==> config.mk <==
export PLATFORM = sky130hd
export DESIGN_NAME = result_monitor
export DESIGN_NICKNAME = d
export VERILOG_FILES = /design/src/rtl/result_monitor.sv
export SDC_FILE = /design/constraint.sdc
export NUM_CORES = 1
export LEC_CHECK = 0
export ABC_AREA = 1
export ABC_CLOCK_PERIOD_IN_PS = 10600
export CAP_MARGIN = 15
export CORE_MARGIN = 10
export CORE_UTILIZATION = 40
export DETAILED_ROUTE_END_ITERATION = 12
export PLACE_DENSITY = 0.76
export SETUP_SLACK_MARGIN = 0.02
export SYNTH_ARGS = -nofsm -noshare
export SYNTH_HDL_FRONTEND = slang
export SYNTH_SLANG_ARGS = --single-unit
==> constraint.sdc <==
create_clock -name clk_dut -period 10.6 [get_ports clk_dut]
set_clock_uncertainty 0.15 [all_clocks]
set_input_delay 2.12 -clock clk_dut [delete_from_list [all_inputs] [get_ports clk_dut]]
set_output_delay 2.12 -clock clk_dut [all_outputs]
set_load 0.02 [all_outputs]
==> src/rtl/result_monitor.sv <==
// result_monitor: lines delayed operand pairs up with DUT results across the
// DUT pipeline latency, checks them against a reference model, and keeps
// pass/fail counts plus a snapshot of the first failing vector of each run.
module result_monitor #(
    parameter int WIDTH   = 32,
    parameter int LATENCY = 1,   // 1..16
    parameter int OP      = 0    // 0 add, 1 sub, 2 low-half mul; others act as add
) (
    input  logic             clk_dut,
    input  logic             reset_dut,
    input  logic             i_start,
    input  logic [31:0]      i_num_vectors,
    input  logic [WIDTH-1:0] i_delayed_a,
    input  logic [WIDTH-1:0] i_delayed_b,
    input  logic [WIDTH-1:0] i_dut_result,
    output logic             o_busy,
    output logic             o_done,
    output logic             o_mismatch,
    output logic [31:0]      o_pass_count,
    output logic [31:0]      o_fail_count,
    output logic [WIDTH-1:0] o_first_fail_a,
    output logic [WIDTH-1:0] o_first_fail_b,
    output logic [WIDTH-1:0] o_first_fail_exp,
    output logic [WIDTH-1:0] o_first_fail_got
);

    typedef enum logic [1:0] {S_IDLE, S_INJECT, S_DRAIN, S_DONE} state_e;

    state_e state_q, state_d;
    logic [31:0] remain_q, remain_d;
    logic        clear;      // accepted start: wipe results of the previous run
    logic        inject;     // current i_delayed_* pair belongs to the run

    logic             cmp_vld;
    logic [WIDTH-1:0] cmp_a, cmp_b;
    logic             upstream_vld;  // a valid tag still sits before the pipe output

    logic [31:0]      pass_q, pass_d, fail_q, fail_d;
    logic             mismatch_q, mismatch_d;
    logic             ff_flag_q, ff_flag_d;
    logic [WIDTH-1:0] ffa_q, ffa_d, ffb_q, ffb_d, ffe_q, ffe_d, ffg_q, ffg_d;
    logic [WIDTH-1:0] expected;

    // Reference model; all arithmetic wraps at WIDTH bits.
    function automatic logic [WIDTH-1:0] ref_model(input logic [WIDTH-1:0] a,
                                                   input logic [WIDTH-1:0] b);
        case (OP)
            1:       return a - b;
            2:       return a * b;
            default: return a + b;
        endcase
    endfunction

    assign inject = (state_q == S_INJECT);

    generate
        if (LATENCY == 1) begin : g_nopipe
            // Delayed operands already line up with the result.
            assign cmp_vld      = inject;
            assign cmp_a        = i_delayed_a;
            assign cmp_b        = i_delayed_b;
            assign upstream_vld = 1'b0;
        end else begin : g_pipe
            localparam int D = LATENCY - 1;
            logic [D-1:0]            vld_q;
            logic [D-1:0][WIDTH-1:0] a_q, b_q;

            // Alignment pipe: shifts {valid, a, b} one stage per cycle.
            always_ff @(posedge clk_dut or posedge reset_dut) begin
                if (reset_dut) begin
                    vld_q <= '0;
                    a_q   <= '0;
                    b_q   <= '0;
                end else begin
                    vld_q[0] <= inject;
                    a_q[0]   <= i_delayed_a;
                    b_q[0]   <= i_delayed_b;
                    for (int i = 1; i < D; i++) begin
                        vld_q[i] <= vld_q[i-1];
                        a_q[i]   <= a_q[i-1];
                        b_q[i]   <= b_q[i-1];
                    end
                end
            end

            // Any valid tag not yet at the output stage keeps the drain going.
            always_comb begin
                upstream_vld = 1'b0;
                for (int i = 0; i < D - 1; i++) upstream_vld = upstream_vld | vld_q[i];
            end

            assign cmp_vld = vld_q[D-1];
            assign cmp_a   = a_q[D-1];
            assign cmp_b   = b_q[D-1];
        end
    endgenerate

    // State and remaining-vector counter.
    always_ff @(posedge clk_dut or posedge reset_dut) begin
        if (reset_dut) begin
            state_q  <= S_IDLE;
            remain_q <= '0;
        end else begin
            state_q  <= state_d;
            remain_q <= remain_d;
        end
    end

    // Next-state logic; a start is only accepted when no run is in flight.
    always_comb begin
        state_d  = state_q;
        remain_d = remain_q;
        clear    = 1'b0;
        case (state_q)
            S_IDLE, S_DONE: begin
                if (i_start) begin
                    clear    = 1'b1;
                    remain_d = i_num_vectors;
                    state_d  = (i_num_vectors != 32'd0) ? S_INJECT : S_DONE;
                end
            end
            S_INJECT: begin
                remain_d = remain_q - 32'd1;
                if (remain_q == 32'd1) state_d = (LATENCY == 1) ? S_DONE : S_DRAIN;
            end
            S_DRAIN: begin
                if (cmp_vld && !upstream_vld) state_d = S_DONE;
            end
            default: state_d = S_IDLE;
        endcase
    end

    assign expected = ref_model(cmp_a, cmp_b);

    // Compare result: saturating counters, mismatch pulse, first-fail capture.
    always_comb begin
        pass_d     = pass_q;
        fail_d     = fail_q;
        mismatch_d = 1'b0;
        ff_flag_d  = ff_flag_q;
        ffa_d      = ffa_q;
        ffb_d      = ffb_q;
        ffe_d      = ffe_q;
        ffg_d      = ffg_q;
        if (clear) begin
            pass_d    = '0;
            fail_d    = '0;
            ff_flag_d = 1'b0;
            ffa_d     = '0;
            ffb_d     = '0;
            ffe_d     = '0;
            ffg_d     = '0;
        end else if (cmp_vld) begin
            if (expected == i_dut_result) begin
                if (pass_q != '1) pass_d = pass_q + 32'd1;
            end else begin
                mismatch_d = 1'b1;
                if (fail_q != '1) fail_d = fail_q + 32'd1;
                if (!ff_flag_q) begin
                    ff_flag_d = 1'b1;
                    ffa_d     = cmp_a;
                    ffb_d     = cmp_b;
                    ffe_d     = expected;
                    ffg_d     = i_dut_result;
                end
            end
        end
    end

    // Result registers.
    always_ff @(posedge clk_dut or posedge reset_dut) begin
        if (reset_dut) begin
            pass_q     <= '0;
            fail_q     <= '0;
            mismatch_q <= 1'b0;
            ff_flag_q  <= 1'b0;
            ffa_q      <= '0;
            ffb_q      <= '0;
            ffe_q      <= '0;
            ffg_q      <= '0;
        end else begin
            pass_q     <= pass_d;
            fail_q     <= fail_d;
            mismatch_q <= mismatch_d;
            ff_flag_q  <= ff_flag_d;
            ffa_q      <= ffa_d;
            ffb_q      <= ffb_d;
            ffe_q      <= ffe_d;
            ffg_q      <= ffg_d;
        end
    end

    assign o_busy           = (state_q == S_INJECT) || (state_q == S_DRAIN);
    assign o_done           = (state_q == S_DONE);
    assign o_mismatch       = mismatch_q;
    assign o_pass_count     = pass_q;
    assign o_fail_count     = fail_q;
    assign o_first_fail_a   = ffa_q;
    assign o_first_fail_b   = ffb_q;
    assign o_first_fail_exp = ffe_q;
    assign o_first_fail_got = ffg_q;

endmodule
Word level (Yosys, flattened, before mapping) --
Index checks and enable logic that the tools add are counted.
Storage, ports and cells: bits in writable memories 0, bits in latches 0, memory bits (read-only) 0, logic and storage cells 79, register bits after elaboration 228, input port bits 131, memories 0, output and inout bits 195
Cells by class: $add $sub $neg 4, shift-type cells 0, equal/unequal tests 11, divide/modulo/power cells 0, reduce and logical (&&, ||, !) cells 15, mux-type cells 38, bitwise gates (word level) 1, multiply operators 0, $lt $le $gt $ge 0
Operator list (count):
- $mux W32 | 25
- $add A32 B1 Y32 const B | 2
- $ne A32 B32 Y1 const B | 2
- $pmux W32 S2 | 1
- $add A32 B32 Y32 | 1
- $eq A32 B1 Y1 const B | 1
- $eq A32 B32 Y1 | 1
- $reduce_bool A32 Y1 | 1
- $sub A32 B1 Y32 const B | 1
- $reduce_and A3 Y1 | 4
- $reduce_bool A2 Y1 | 5
- $mux W1 | 8
- $mux W2 | 3
- $ne A2 B2 Y1 const B | 3
- $eq A2 B2 Y1 const B | 2
- $pmux W2 S2 | 1
- $reduce_and A2 Y1 | 2
- $eq A2 B1 Y1 const B | 1
- $logic_not A2 Y1 | 1
- $ne A2 B1 Y1 const B | 1
- $reduce_or A2 Y1 | 1
- $logic_or A1 B1 Y1 | 1
- $not A1 Y1 | 1

Depth between registers and ports, before layout --
Gate-level depths: netlist (run 1).
word-level depth 5, gate-level depth with buffers 23, mapped depth without buffers 22

Worst setup path before layout (run 1) --
No wires, ideal clock.
path kind input to register, start input port i_delayed_a[0], end register ffg_q[1], in the netlist o_first_fail_got[1], library setup time 0.117 ns, stages on the path 19, data arrival time 4.430 ns, setup slack 5.902 ns, path through ha_1 inv_1 fa_1 inv_1 nand3_1 nand3_1 nand2_1 nand2_1 nand2_1 nand2_1 xnor3_1 nor2_1 nand2_1 nor2_1 nand4_2 buf_2 buf_2 nand4_1 nand2_1
Between the ends: longest elaborated chain between the ends 4
Ends and longest elaborated chain:
- start, declared | line 13 | input logic [WIDTH-1:0] i_delayed_a,
- $add A32 B32 Y32 | line 50 | default: return a + b;
- $eq A32 B32 Y1 | line 154 | if (expected == i_dut_result) begin
- $ne A2 B2 Y1 (no source line)
- $reduce_and A3 Y1 (no source line)
- end signal, assigned | line 189 | ffg_q <= ffg_d;
- end, declared | line 41 | logic [WIDTH-1:0] ffa_q, ffa_d, ffb_q, ffb_d, ffe_q, ffe_d, ffg_q, ffg_d;
No other way between the ends. A chain may end at the register's enable or synchronous reset.

Worst setup path in the final report (run 1) --
start input port i_delayed_a[0], end register pass_q[25], in the netlist o_pass_count[25]
Between the ends: longest elaborated chain between the ends 4
Ends and longest elaborated chain:
- $add A32 B32 Y32 | line 50
- $eq A32 B32 Y1 | line 154
- $reduce_bool A2 Y1 (no source line)
- $reduce_and A3 Y1 (no source line)
- end signal, assigned | line 182 | pass_q <= pass_d;
- end, declared | line 38 | logic [31:0] pass_q, pass_d, fail_q, fail_d;
No other way between the ends.

==> results of run 1 <==
## routing by layer
layer	up-vias	share of wire	GRT usage
li1	8325	-	-
met2	577	0.49	0.410
met4	12	0.023	0.0591
met3	96	0.084	0.0688
met1	8102	0.40	0.286
met5	-	0.0012	0
## cell usage in the layout, fill, tap and decap left out, types with 8 or more instances in the layout
master and n:
sky130_fd_sc_hd__ha_1 38, sky130_fd_sc_hd__nand3_1 104, sky130_fd_sc_hd__buf_4 14, sky130_fd_sc_hd__nor4_1 22, sky130_fd_sc_hd__nor2_1 303, sky130_fd_sc_hd__a21oi_1 53
sky130_fd_sc_hd__clkbuf_16 29, sky130_fd_sc_hd__xor2_1 33, sky130_fd_sc_hd__nand4_1 211, sky130_fd_sc_hd__xnor2_1 16, sky130_fd_sc_hd__o22ai_1 9, sky130_fd_sc_hd__dfrtp_1 228
sky130_fd_sc_hd__o21ai_0 64, sky130_fd_sc_hd__clkdlybuf4s50_1 325, sky130_fd_sc_hd__nand2_1 824, sky130_fd_sc_hd__inv_1 322, sky130_fd_sc_hd__clkbuf_1 8, sky130_fd_sc_hd__nor3_1 25
## cells in the mapped netlist (25+ instances only)
| cell | instances |
|---|---|
| sky130_fd_sc_hd__inv_1 | 323 |
| sky130_fd_sc_hd__nand2_1 | 826 |
| sky130_fd_sc_hd__nor2_1 | 303 |
| sky130_fd_sc_hd__a21oi_1 | 53 |
| sky130_fd_sc_hd__ha_1 | 38 |
| sky130_fd_sc_hd__nand4_1 | 211 |
| sky130_fd_sc_hd__dfrtp_1 | 228 |
| sky130_fd_sc_hd__nand3_1 | 104 |
| sky130_fd_sc_hd__nor3_1 | 25 |
| sky130_fd_sc_hd__xor2_1 | 33 |
| sky130_fd_sc_hd__clkbuf_1 | 51 |
| sky130_fd_sc_hd__o21ai_0 | 64 |
## registers in the layout, indices dropped and copies added (netlist names)
| register | count |
|---|---|
| state_q | 2 |
| remain_q | 32 |
| o_first_fail_got | 32 |
| o_mismatch | 1 |
| o_fail_count | 32 |
| o_first_fail_b | 32 |
| o_first_fail_a | 32 |
| o_first_fail_exp | 32 |
| ff_flag_q | 1 |
| o_pass_count | 32 |
## power by group
part           switching [mW]  total [mW]  internal (mW)
logic                   0.300       0.507          0.207
registers              0.0290       0.943          0.914
clock network           0.396       0.996          0.600
total                   0.725        2.45           1.72
## worst max-delay path, stage by stage
cell and delay (ns):
sky130_fd_sc_hd__clkdlybuf4s50_1 0.51, sky130_fd_sc_hd__ha_1 0.19, sky130_fd_sc_hd__inv_1 0.06, sky130_fd_sc_hd__fa_1 0.40
sky130_fd_sc_hd__inv_1 0.12, sky130_fd_sc_hd__nand2_1 0.06, sky130_fd_sc_hd__nand3_1 0.19, sky130_fd_sc_hd__nand2_1 0.11
sky130_fd_sc_hd__nand2_1 0.16, sky130_fd_sc_hd__nand2_1 0.13, sky130_fd_sc_hd__nand2_1 0.11, sky130_fd_sc_hd__nand2_1 0.07
sky130_fd_sc_hd__nand3_1 0.07, sky130_fd_sc_hd__nand2_1 0.05, sky130_fd_sc_hd__nor2_1 0.16, sky130_fd_sc_hd__nand2_1 0.09
sky130_fd_sc_hd__nor2_1 0.25, sky130_fd_sc_hd__nand3_1 0.21, sky130_fd_sc_hd__nand2_2 0.53, sky130_fd_sc_hd__nand3_2 0.70
sky130_fd_sc_hd__nand2_1 0.25, sky130_fd_sc_hd__nand2_1 0.08
## logic make-up after synthesis
group                    share of synthesized area
adder cells (fa/ha/maj)                     0.0312
AND/OR/NAND/NOR                              0.414
flip-flops                                   0.359
buffers and inverters                        0.113
AO/OA/AOI/OAI                               0.0529
XOR/XNOR                                    0.0298
## how the worst min path moves through the flow
stage / slack [ns] / from / cells after the start / to
final: 0.32 / o_first_fail_a[6] / 2 / o_first_fail_a[6]
after global routing: 0.34 / o_first_fail_got[25] / 2 / o_first_fail_got[25]
after CTS: 0.32 / o_first_fail_b[8] / 2 / o_first_fail_b[8]
after detailed placement: 0.31 / o_first_fail_b[26] / 2 / o_first_fail_b[26]
after global placement: 0.30 / o_first_fail_b[8] / 2 / o_first_fail_b[8]
after floorplan: 0.34 / remain_q[27] / 2 / remain_q[27]
## layout make-up
type	instances	area share
multi-input combinational	1763	0.414
inverter	329	0.0612
antenna	6	0.000739
tap	518	0.0319
sequential	228	0.281
timing repair buffer	339	0.165
clock buffer	41	0.0399
clock inverter	10	0.00634
## metrics by stage
stage	hold slack, ns	setup WS (ns)	power (mW)
4_1_cts	0.324	4.30	2.47
3_5_place_dp	0.309	3.75	1.46
6_report	0.322	4.28	2.45
2_1_floorplan	0.337	2.08	1.23
5_1_grt	0.340	3.88	2.56
3_3_place_gp	0.303	3.81	1.46
==> flow_results.xml, run 1 <==
<?xml version="1.0" encoding="UTF-8"?>
<metrics>
  <group name="setup_path">
    <metric name="worst_setup_path_start_kind" unit="">input pin</metric>
    <metric name="critical_path.max_fanout" unit="">33</metric>
    <metric name="critPathArrivalTime" unit="ns">6.62</metric>
    <metric name="criticalPathCategory" unit="">in2reg</metric>
    <metric name="critPathRequiredTime" unit="ns">10.89</metric>
    <metric name="timing.reg2reg.worst_path_depth" unit="">9</metric>
    <metric name="cp-endpoint" unit="">o_pass_count[25]</metric>
    <metric name="r2r_setup_slack" unit="ns">6.51</metric>
    <metric name="cp-startpoint" unit="">i_delayed_a[0]</metric>
    <metric name="worst_r2r_endpoint" unit="">o_first_fail_exp[10]</metric>
    <metric name="critical_path_endpoint_category" unit="">flop</metric>
    <metric name="rr_startpoint" unit="">state_q[1]</metric>
  </group>
  <group name="grt">
    <metric name="vias_in_the_first_global_route" unit="">16400</metric>
    <metric name="grt_antenna_before_repair" unit="">9</metric>
    <metric name="global_route.overflow_total" unit="">0</metric>
    <metric name="grt.total_usage" unit="">0.238</metric>
    <metric name="grt_pass1_wl" unit="um">92300</metric>
    <metric name="grt_start_max_net_pins" unit="">108</metric>
  </group>
  <group name="synth">
    <metric name="yosys_register_bits" unit="">228</metric>
    <metric name="post_synthesis_cell_area" unit="um^2">15900</metric>
    <metric name="synth_fp_nets" unit="">2603</metric>
    <metric name="netlist.area_leader.share" unit="">0.359</metric>
    <metric name="synth_sequential_area_ratio" unit="">0.359</metric>
    <metric name="synth_edf_count" unit="">0</metric>
    <metric name="synthCells" unit="">2433</metric>
    <metric name="synth.avg_cell_area" unit="um^2">6.53</metric>
    <metric name="ys_async_sr_fraction" unit="">1.00</metric>
    <metric name="most_area_hungry_cell_type_in_the_yosys_netlist" unit="">sky130_fd_sc_hd__dfrtp_1</metric>
    <metric name="synth_unique_cells" unit="">44</metric>
    <metric name="leading_post_synthesis_cells_by_cell_area" unit="">sky130_fd_sc_hd__dfrtp_1 (36%), sky130_fd_sc_hd__nand2_1 (20%), sky130_fd_sc_hd__nand4_1 (8.3%), sky130_fd_sc_hd__inv_1 (7.6%), sky130_fd_sc_hd__nor2_1 (7.2%)</metric>
    <metric name="ys_warn_count" unit="">0</metric>
    <metric name="ys_dominant_reg_cell" unit="">sky130_fd_sc_hd__dfrtp_1</metric>
  </group>
  <group name="floorplan">
    <metric name="die_width" unit="um">219</metric>
    <metric name="floorplan.io_pins" unit="">326</metric>
    <metric name="core_area" unit="um^2">39000</metric>
    <metric name="initial_utilization" unit="">0.407</metric>
    <metric name="dieArea" unit="um^2">48100</metric>
    <metric name="rows" unit="">72</metric>
    <metric name="dieHeight" unit="um">219</metric>
  </group>
  <group name="cells_and_area">
    <metric name="fillCellCount" unit="">3844</metric>
    <metric name="register_area" unit="um^2">5710</metric>
    <metric name="synth_to_final_area_change" unit="%">27.9</metric>
    <metric name="nNetsFinal" unit="">2860</metric>
    <metric name="final_core_utilization" unit="">0.521</metric>
    <metric name="multi_input_comb_area" unit="um^2">8420</metric>
    <metric name="finish.cell_count_without_fillers" unit="">3234</metric>
    <metric name="final_design_area_no_fill" unit="um^2">20300</metric>
    <metric name="final_layout_size_suffix_gt1_frac" unit="">0.0306</metric>
  </group>
  <group name="sta">
    <metric name="max_frequency" unit="GHz">0.158</metric>
    <metric name="final-setup-viol-count" unit="">0</metric>
    <metric name="max_slew.worst_pin.slew" unit="ns">1.14</metric>
    <metric name="pins_over_their_slew_limit" unit="">0</metric>
    <metric name="min_period_over_period" unit="">0.597</metric>
    <metric name="max-slew-margin-rel" unit="">0.238</metric>
    <metric name="unrepaired_setup_endpoints_after_global_routing" unit="">false</metric>
    <metric name="timing.setup.tns" unit="ns">0</metric>
    <metric name="finalCriticalPeriod" unit="ns">6.32</metric>
    <metric name="number_of_hold_slack_violations_in_the_final_timing_report" unit="">0</metric>
  </group>
  <group name="pwr">
    <metric name="total_power_divided_by_cell_area" unit="nW/um^2">120</metric>
    <metric name="peakVddDrop" unit="mV">0.108</metric>
    <metric name="static_power_due_to_leakage" unit="nW">10.4</metric>
  </group>
  <group name="clocking">
    <metric name="post_cts_resize_count" unit="">0</metric>
    <metric name="cts.hold.buffers_added" unit="">0</metric>
    <metric name="post_cts_buffers" unit="">0</metric>
    <metric name="clkLatencyLatePin" unit="ns">0.57</metric>
    <metric name="clockBufferDepth" unit="">3</metric>
    <metric name="cts-htree-levels" unit="">1</metric>
    <metric name="clock_tree.root_cell" unit="">sky130_fd_sc_hd__clkbuf_16</metric>
    <metric name="clock_sinks" unit="">228</metric>
    <metric name="tritoncts" unit="">done</metric>
    <metric name="cts-buffers-inserted" unit="">29</metric>
    <metric name="clkTransAtPathRegs" unit="ns">0.06</metric>
  </group>
  <group name="routing">
    <metric name="viasPerCell" unit="">5.29</metric>
    <metric name="remaining_drc_errors" unit="">0</metric>
    <metric name="routed_wl" unit="um">59300</metric>
    <metric name="initialDrtViolationCount" unit="">1388</metric>
    <metric name="ant_nets" unit="">0</metric>
    <metric name="drtPass1Iterations" unit="">6</metric>
    <metric name="wl_per_cell" unit="um">18.3</metric>
    <metric name="detailroute.via_count" unit="">17100</metric>
  </group>
  <group name="outcome">
    <metric name="status" unit="">completed</metric>
  </group>
  <group name="place">
    <metric name="detailed_place_hpwl" unit="um">43600</metric>
    <metric name="portBuffers" unit="">325</metric>
    <metric name="placed_cell_area" unit="um^2">19400</metric>
    <metric name="dpl.cell_count" unit="">3177</metric>
    <metric name="gp_congestion" unit="">0.959</metric>
  </group>
  <group name="run">
    <metric name="drv.max_cap_violation_count" unit="">0</metric>
  </group>
  <group name="worst_hold_path">
    <metric name="worst_hold_path_type" unit="">reg2reg</metric>
  </group>
</metrics>
(Power assumes the default switching activity.)
==> run 2, diff against run 1 <==
- ABC_CLOCK_PERIOD_IN_PS: 10600 -> 5850
- clock period: 10.6 -> 5.85 ns (I/O delays scaled with it)
==> run 2 against run 1 <==
Wire length fell by 0.23%. Register-to-register slack got worse by 4.7 ns. Clock-buffer cell count fell by 6. Via count barely moved. Utilization rose by 0.43 points. Design area rose by 0.82%. Combinational power rose by 81%. Critical path type unchanged. Critical endpoint is now o_first_fail_got[0]. Largest cell class unchanged. Highest routed layer unchanged.
==> flow_results.xml, run 2 (synthesis gave the netlist of run 1 again) <==
<?xml version="1.0" encoding="UTF-8"?>
<metrics>
  <group name="outcome">
    <metric name="status" unit="">completed</metric>
  </group>
  <group name="clocking">
    <metric name="clkLatencyLatePin" unit="ns">0.56</metric>
    <metric name="clockBufferDepth" unit="">3</metric>
    <metric name="tritoncts" unit="">done</metric>
    <metric name="cts-htree-levels" unit="">1</metric>
    <metric name="post_cts_buffers" unit="">0</metric>
    <metric name="clock_sinks" unit="">228</metric>
    <metric name="cts-buffers-inserted" unit="">28</metric>
    <metric name="clkTransAtPathRegs" unit="ns">0.06</metric>
    <metric name="post_cts_resize_count" unit="">0</metric>
    <metric name="clock_tree.root_cell" unit="">sky130_fd_sc_hd__clkbuf_16</metric>
    <metric name="cts.hold.buffers_added" unit="">0</metric>
  </group>
  <group name="cells_and_area">
    <metric name="mostFrequentLayoutCells" unit="">sky130_fd_sc_hd__nand2_1 (824), sky130_fd_sc_hd__clkdlybuf4s50_1 (325), sky130_fd_sc_hd__inv_1 (322)</metric>
    <metric name="final_layout_size_suffix_gt1_frac" unit="">0.0350</metric>
    <metric name="layout_commonest_cell" unit="">sky130_fd_sc_hd__nand2_1</metric>
    <metric name="nNetsFinal" unit="">2862</metric>
    <metric name="synth_to_final_area_change" unit="%">29.0</metric>
    <metric name="fillCellCount" unit="">3819</metric>
  </group>
  <group name="pwr">
    <metric name="fin_total_pwr" unit="mW">4.52</metric>
    <metric name="total_power_divided_by_cell_area" unit="nW/um^2">220</metric>
    <metric name="p_seq_frac" unit="">0.378</metric>
    <metric name="combinationalPowerShare" unit="">0.203</metric>
    <metric name="power_switching_share" unit="">0.295</metric>
    <metric name="static_power_due_to_leakage" unit="nW">10.5</metric>
    <metric name="netSwitchingPower" unit="mW">1.33</metric>
    <metric name="peakVddDrop" unit="mV">0.204</metric>
    <metric name="power_frac_clock" unit="">0.419</metric>
    <metric name="p_int" unit="mW">3.19</metric>
  </group>
  <group name="routing">
    <metric name="viasPerCell" unit="">5.28</metric>
    <metric name="remaining_drc_errors" unit="">0</metric>
    <metric name="detailroute.via_count" unit="">17100</metric>
    <metric name="routed_wl" unit="um">59100</metric>
    <metric name="wl_per_cell" unit="um">18.2</metric>
    <metric name="ant_nets" unit="">0</metric>
    <metric name="drtPass1Iterations" unit="">6</metric>
    <metric name="initialDrtViolationCount" unit="">1460</metric>
  </group>
  <group name="setup_path">
    <metric name="cp-endpoint" unit="">o_first_fail_got[0]</metric>
    <metric name="critPathRequiredTime" unit="ns">6.19</metric>
    <metric name="timing.reg2reg.worst_path_depth" unit="">17</metric>
    <metric name="worst_r2r_endpoint" unit="">o_fail_count[25]</metric>
    <metric name="cp-startpoint" unit="">i_delayed_a[0]</metric>
    <metric name="critical_path.max_fanout" unit="">128</metric>
    <metric name="critical_path_endpoint_category" unit="">flop</metric>
    <metric name="r2r_setup_slack" unit="ns">1.81</metric>
    <metric name="critPathArrivalTime" unit="ns">5.19</metric>
    <metric name="criticalPathCategory" unit="">in2reg</metric>
    <metric name="worst_setup_path_start_kind" unit="">input pin</metric>
    <metric name="rr_startpoint" unit="">o_fail_count[0]</metric>
  </group>
  <group name="place">
    <metric name="gp_congestion" unit="">0.957</metric>
    <metric name="detailed_place_hpwl" unit="um">43400</metric>
    <metric name="portBuffers" unit="">325</metric>
  </group>
  <group name="floorplan">
    <metric name="dieHeight" unit="um">219</metric>
    <metric name="rows" unit="">72</metric>
    <metric name="die_width" unit="um">219</metric>
    <metric name="floorplan.io_pins" unit="">326</metric>
    <metric name="dieArea" unit="um^2">48100</metric>
    <metric name="core_area" unit="um^2">39000</metric>
    <metric name="initial_utilization" unit="">0.407</metric>
  </group>
  <group name="sta">
    <metric name="finalCriticalPeriod" unit="ns">4.85</metric>
    <metric name="min_period_over_period" unit="">0.830</metric>
    <metric name="final-setup-viol-count" unit="">0</metric>
    <metric name="pins_over_their_slew_limit" unit="">0</metric>
    <metric name="number_of_hold_slack_violations_in_the_final_timing_report" unit="">0</metric>
    <metric name="max_slew.worst_pin.slew" unit="ns">0.831</metric>
    <metric name="max_frequency" unit="GHz">0.206</metric>
    <metric name="unrepaired_setup_endpoints_after_global_routing" unit="">false</metric>
    <metric name="max-slew-margin-rel" unit="">0.446</metric>
    <metric name="timing.setup.tns" unit="ns">0</metric>
  </group>
  <group name="grt">
    <metric name="grt.total_usage" unit="">0.238</metric>
    <metric name="grt_antenna_before_repair" unit="">19</metric>
    <metric name="grt_pass1_wl" unit="um">92000</metric>
    <metric name="grt_start_max_net_pins" unit="">172</metric>
    <metric name="global_route.overflow_total" unit="">0</metric>
    <metric name="vias_in_the_first_global_route" unit="">16600</metric>
  </group>
  <group name="run">
    <metric name="drv.max_cap_violation_count" unit="">0</metric>
  </group>
  <group name="worst_hold_path">
    <metric name="min-delay-start" unit="">o_first_fail_a[6]</metric>
    <metric name="worst_hold_path_type" unit="">reg2reg</metric>
  </group>
</metrics>
[run 2: changes by cell type in the layout (fill, tap and decap cells not counted), sizes merged]
cell / previous run / this run
clkbuf: 41 / 35
clkinvlp: 0 / 4
diode: 6 / 10
buf: 14 / 17
clkinv: 10 / 13
bufinv: 3 / 4
inv: 326 / 325
[run 2: power by group through the flow]
| stage | Sequential (mW) | Clock (mW) | Combinational, mW |
|---|---|---|---|
| floorplan | 1.82 | 0 | 0.404 |
| global placement | 1.73 | 0 | 0.909 |
| CTS | 1.71 | 1.93 | 0.922 |
| global route | 1.72 | 1.99 | 1.01 |
| detailed placement | 1.74 | 0 | 0.917 |
| finish | 1.71 | 1.89 | 0.917 |
[run 2: area by class of cell]
| class | instances | area (um^2) | share of cell area |
|---|---|---|---|
| clock inverters | 17 | 204 | 0.00995 |
| well taps | 518 | 648 | 0.0316 |
| diodes | 10 | 25.0 | 0.00122 |
| flip-flops and latches | 228 | 5710 | 0.278 |
| multi-input cells | 1763 | 8420 | 0.411 |
| clock buffers | 35 | 808 | 0.0394 |
| repair buffers | 342 | 3440 | 0.168 |
| inverters | 329 | 1240 | 0.0607 |
[run 2: per-stage QoR]
stage | hold slack (ns) | worst slack, ns | instances | util | area, um^2
after detailed placement | 0.307 | 0.461 | 3180 | 0.499 | 19500
after global placement | 0.302 | 0.550 | 3180 | 0.499 | 19500
after CTS | 0.322 | 1.04 | 3232 | 0.525 | 20500
after global routing | 0.337 | 0.592 | 3239 | 0.525 | 20500
after floorplan | 0.337 | 1.55 | 2433 | - | 15900
final | 0.320 | 0.996 | 3242 | 0.525 | 20500
[run 2: worst max-delay path: stages]
cell	delay [ns]
sky130_fd_sc_hd__clkdlybuf4s50_1	0.50
sky130_fd_sc_hd__ha_1	0.20
sky130_fd_sc_hd__inv_1	0.06
sky130_fd_sc_hd__fa_1	0.40
sky130_fd_sc_hd__inv_1	0.12
sky130_fd_sc_hd__nand3_1	0.07
sky130_fd_sc_hd__nand3_1	0.15
sky130_fd_sc_hd__nand3_1	0.12
sky130_fd_sc_hd__nand3_1	0.16
sky130_fd_sc_hd__nand2_1	0.11
sky130_fd_sc_hd__nand2_1	0.10
sky130_fd_sc_hd__nand2_1	0.08
sky130_fd_sc_hd__nand3_1	0.07
sky130_fd_sc_hd__nand2_1	0.05
sky130_fd_sc_hd__nor2_1	0.10
sky130_fd_sc_hd__nand2_1	0.06
sky130_fd_sc_hd__nor2_1	0.24
sky130_fd_sc_hd__nand4_4	0.45
sky130_fd_sc_hd__nand3_4	0.20
sky130_fd_sc_hd__buf_12	0.48
sky130_fd_sc_hd__nand2_1	0.14
sky130_fd_sc_hd__nand2_1	0.09
[run 2: layer usage]
metal  wire [um]  global-route usage
met1       23300               0.284
met2       28600               0.398
met3        5150              0.0677
met4        2010              0.0945
met5         113                   0
[run 2: worst min path at each step]
stage	endpoint	slack, ns	cells past startpoint
floorplan	remain_q[27]	0.34	2
global placement	o_first_fail_a[20]	0.30	2
detailed placement	o_first_fail_a[13]	0.31	2
CTS	o_first_fail_a[13]	0.32	2
global route	o_first_fail_a[13]	0.34	2
finish	o_first_fail_a[6]	0.32	2
==> run 3, diff against run 2 <==
- ABC_CLOCK_PERIOD_IN_PS: 5850 -> 4750
- clock period: 5.85 -> 4.75 ns (I/O delays scaled with it)
==> run 3 against run 2 <==
Clock-buffer cell count grew 9. Sequential power grew 23%. Setup slack lost 0.41 ns.
==> flow_results.xml, run 3 (synthesis gave the netlist of run 1 again) <==
<?xml version="1.0" encoding="UTF-8"?>
<metrics>
  <group name="pwr">
    <metric name="static_power_due_to_leakage" unit="nW">10.5</metric>
    <metric name="peakVddDrop" unit="mV">0.238</metric>
    <metric name="total_power_divided_by_cell_area" unit="nW/um^2">266</metric>
  </group>
  <group name="clocking">
    <metric name="post_cts_resize_count" unit="">0</metric>
    <metric name="cts-htree-levels" unit="">1</metric>
    <metric name="clockBufferDepth" unit="">3</metric>
    <metric name="clkLatencyLatePin" unit="ns">0.57</metric>
    <metric name="clock_sinks" unit="">228</metric>
    <metric name="post_cts_buffers" unit="">0</metric>
    <metric name="cts.hold.buffers_added" unit="">0</metric>
    <metric name="cts-buffers-inserted" unit="">30</metric>
    <metric name="tritoncts" unit="">done</metric>
    <metric name="clkTransAtPathRegs" unit="ns">0.05</metric>
    <metric name="clock_tree.root_cell" unit="">sky130_fd_sc_hd__clkbuf_16</metric>
  </group>
  <group name="worst_hold_path">
    <metric name="whs_path_depth" unit="">2</metric>
    <metric name="min_delay_worst_endpoint" unit="">o_first_fail_b[9]</metric>
    <metric name="worst_hold_path_type" unit="">reg2reg</metric>
    <metric name="min-delay-start" unit="">o_first_fail_b[9]</metric>
  </group>
  <group name="routing">
    <metric name="routed_wl" unit="um">59300</metric>
    <metric name="wl_per_cell" unit="um">18.2</metric>
    <metric name="remaining_drc_errors" unit="">0</metric>
    <metric name="viasPerCell" unit="">5.30</metric>
    <metric name="detailroute.via_count" unit="">17200</metric>
    <metric name="ant_nets" unit="">0</metric>
    <metric name="drtPass1Iterations" unit="">6</metric>
    <metric name="initialDrtViolationCount" unit="">1515</metric>
  </group>
  <group name="grt">
    <metric name="vias_in_the_first_global_route" unit="">16500</metric>
    <metric name="grt_start_max_net_pins" unit="">111</metric>
    <metric name="grt.total_usage" unit="">0.236</metric>
    <metric name="grt_pass1_wl" unit="um">91700</metric>
    <metric name="global_route.overflow_total" unit="">0</metric>
    <metric name="grt_antenna_before_repair" unit="">10</metric>
  </group>
  <group name="place">
    <metric name="gp_congestion" unit="">0.958</metric>
    <metric name="detailed_place_hpwl" unit="um">44200</metric>
    <metric name="portBuffers" unit="">325</metric>
  </group>
  <group name="setup_path">
    <metric name="crit_path_frequent_cell" unit="">sky130_fd_sc_hd__nand2_1</metric>
    <metric name="worst_setup_path_start_kind" unit="">input pin</metric>
    <metric name="critPathArrivalTime" unit="ns">4.51</metric>
    <metric name="critical_path.max_fanout" unit="">49</metric>
    <metric name="slowest_stage" unit="">sky130_fd_sc_hd__clkdlybuf4s50_1</metric>
    <metric name="r2r_setup_slack" unit="ns">1.65</metric>
    <metric name="critical_path_endpoint_category" unit="">flop</metric>
    <metric name="critPathRequiredTime" unit="ns">5.10</metric>
    <metric name="crit_chain" unit="">clkdlybuf4s50_1 -&gt; ha_1 -&gt; inv_1 -&gt; fa_1 -&gt; inv_1 -&gt; nand3_1 -&gt; nand3_1 -&gt; nand2_1 -&gt; nand2_1 -&gt; nand2_1 -&gt; nand4_1 -&gt; nand2_1 -&gt; nand2_1 -&gt; nand2_1 -&gt; nor2_1 -&gt; nand2_1 -&gt; nor2_1 -&gt; nand4_4 -&gt; nand3_4 -&gt; buf_12 -&gt; nand2_1 -&gt; nand2_1</metric>
    <metric name="rr_startpoint" unit="">o_fail_count[0]</metric>
    <metric name="crit_path_max_incr_delay" unit="ns">0.50</metric>
    <metric name="worst_r2r_endpoint" unit="">o_fail_count[7]</metric>
    <metric name="criticalPathCategory" unit="">in2reg</metric>
    <metric name="timing.reg2reg.worst_path_depth" unit="">17</metric>
    <metric name="critical_path_buf_inv_count" unit="">4</metric>
    <metric name="timing.critical_path.max_delay_family" unit="">simple AND/OR/NAND/NOR gates</metric>
  </group>
  <group name="sta">
    <metric name="finalCriticalPeriod" unit="ns">4.17</metric>
    <metric name="max_frequency" unit="GHz">0.240</metric>
    <metric name="timing.setup.tns" unit="ns">0</metric>
    <metric name="min_period_over_period" unit="">0.877</metric>
    <metric name="final-setup-viol-count" unit="">0</metric>
    <metric name="number_of_hold_slack_violations_in_the_final_timing_report" unit="">0</metric>
    <metric name="max-slew-margin-rel" unit="">0.484</metric>
    <metric name="max_slew.worst_pin.slew" unit="ns">0.772</metric>
    <metric name="pins_over_their_slew_limit" unit="">0</metric>
    <metric name="unrepaired_setup_endpoints_after_global_routing" unit="">false</metric>
  </group>
  <group name="cells_and_area">
    <metric name="final_layout_size_suffix_gt1_frac" unit="">0.0374</metric>
    <metric name="final_core_utilization" unit="">0.529</metric>
    <metric name="nNetsFinal" unit="">2878</metric>
    <metric name="synth_to_final_area_change" unit="%">29.7</metric>
    <metric name="mostFrequentLayoutCells" unit="">sky130_fd_sc_hd__nand2_1 (824), sky130_fd_sc_hd__clkdlybuf4s50_1 (325), sky130_fd_sc_hd__inv_1 (322)</metric>
    <metric name="layout_commonest_cell" unit="">sky130_fd_sc_hd__nand2_1</metric>
  </group>
  <group name="floorplan">
    <metric name="dieArea" unit="um^2">48100</metric>
    <metric name="die_width" unit="um">219</metric>
    <metric name="core_area" unit="um^2">39000</metric>
    <metric name="rows" unit="">72</metric>
    <metric name="initial_utilization" unit="">0.407</metric>
    <metric name="dieHeight" unit="um">219</metric>
    <metric name="floorplan.io_pins" unit="">326</metric>
  </group>
  <group name="run">
    <metric name="drv.max_cap_violation_count" unit="">0</metric>
  </group>
  <group name="outcome">
    <metric name="status" unit="">completed</metric>
  </group>
</metrics>
==> run 3: changes by cell type in the layout (fill, tap and decap cells not counted), sizes merged <==
cell	previous run	this run
diode	10	3
bufinv	4	2
clkinvlp	4	2
clkbuf	35	44
buf	17	31
clkinv	13	10
==> run 3: per-layer routing <==
layer	vias to the layer above	track usage	share of wire
met5	-	0	0.0016
met4	16	0.0742	0.031
met3	117	0.0590	0.077
met2	626	0.409	0.49
met1	8115	0.282	0.40
li1	8369	-	-
==> run 3: worst max-delay path by stage <==
stage	start	to	slack [ns]	cells past startpoint
6_report	i_delayed_a[0]	o_first_fail_b[4]	0.58	22
5_1_grt	i_delayed_a[0]	o_first_fail_b[7]	0.34	20
4_1_cts	i_delayed_a[0]	o_first_fail_exp[23]	0.64	22
3_5_place_dp	i_delayed_a[0]	o_first_fail_a[27]	0.09	20
3_3_place_gp	i_delayed_a[0]	o_first_fail_a[27]	0.16	22
2_1_floorplan	reset_dut	ff_flag_q	0.67	1
==> run 3: layout make-up <==
type,instances,area [um^2]
diodes,3,7.51
repair buffers,356,3620
well taps,518,648
multi-input cells,1763,8420
inverters,329,1240
clock inverters,10,106
flip-flops and latches,228,5710
fillers,3787,18400
clock buffers,44,865
==> run 3: through the flow <==
stage	total power, mW	instances	setup WS (ns)	cell area [um^2]	hold WS [ns]
2_1_floorplan	2.74	2433	0.670	15900	0.337
3_3_place_gp	3.25	3194	0.156	19600	0.304
3_5_place_dp	3.27	3194	0.0889	19600	0.308
4_1_cts	5.54	3248	0.644	20600	0.321
5_1_grt	5.74	3249	0.337	20600	0.332
6_report	5.48	3251	0.582	20600	0.316
==> run 3: worst reg2reg max path, cell delays in order (launching register included) <==
cell,delay [ns]
sky130_fd_sc_hd__dfrtp_1,0.43
sky130_fd_sc_hd__ha_1,0.20
sky130_fd_sc_hd__nand2_1,0.07
sky130_fd_sc_hd__nor2_1,0.20
sky130_fd_sc_hd__nand4_1,0.20
sky130_fd_sc_hd__nor3_2,0.22
sky130_fd_sc_hd__nand2_1,0.09
sky130_fd_sc_hd__nor2_1,0.15
sky130_fd_sc_hd__nand2_1,0.07
sky130_fd_sc_hd__inv_1,0.07
sky130_fd_sc_hd__nand3_1,0.12
sky130_fd_sc_hd__nor2_1,0.15
sky130_fd_sc_hd__nand3_1,0.10
sky130_fd_sc_hd__nor2_1,0.13
sky130_fd_sc_hd__nand3_2,0.12
sky130_fd_sc_hd__buf_4,0.29
sky130_fd_sc_hd__nand4_1,0.16
sky130_fd_sc_hd__nand2_1,0.06
==> run 3: power by group <==
group	switching, mW	total, mW	leakage, nW	internal [mW]
clock	0.892	2.25	0.478	1.36
combinational	0.659	1.12	7.31	0.465
sequential	0.0681	2.11	2.76	2.04
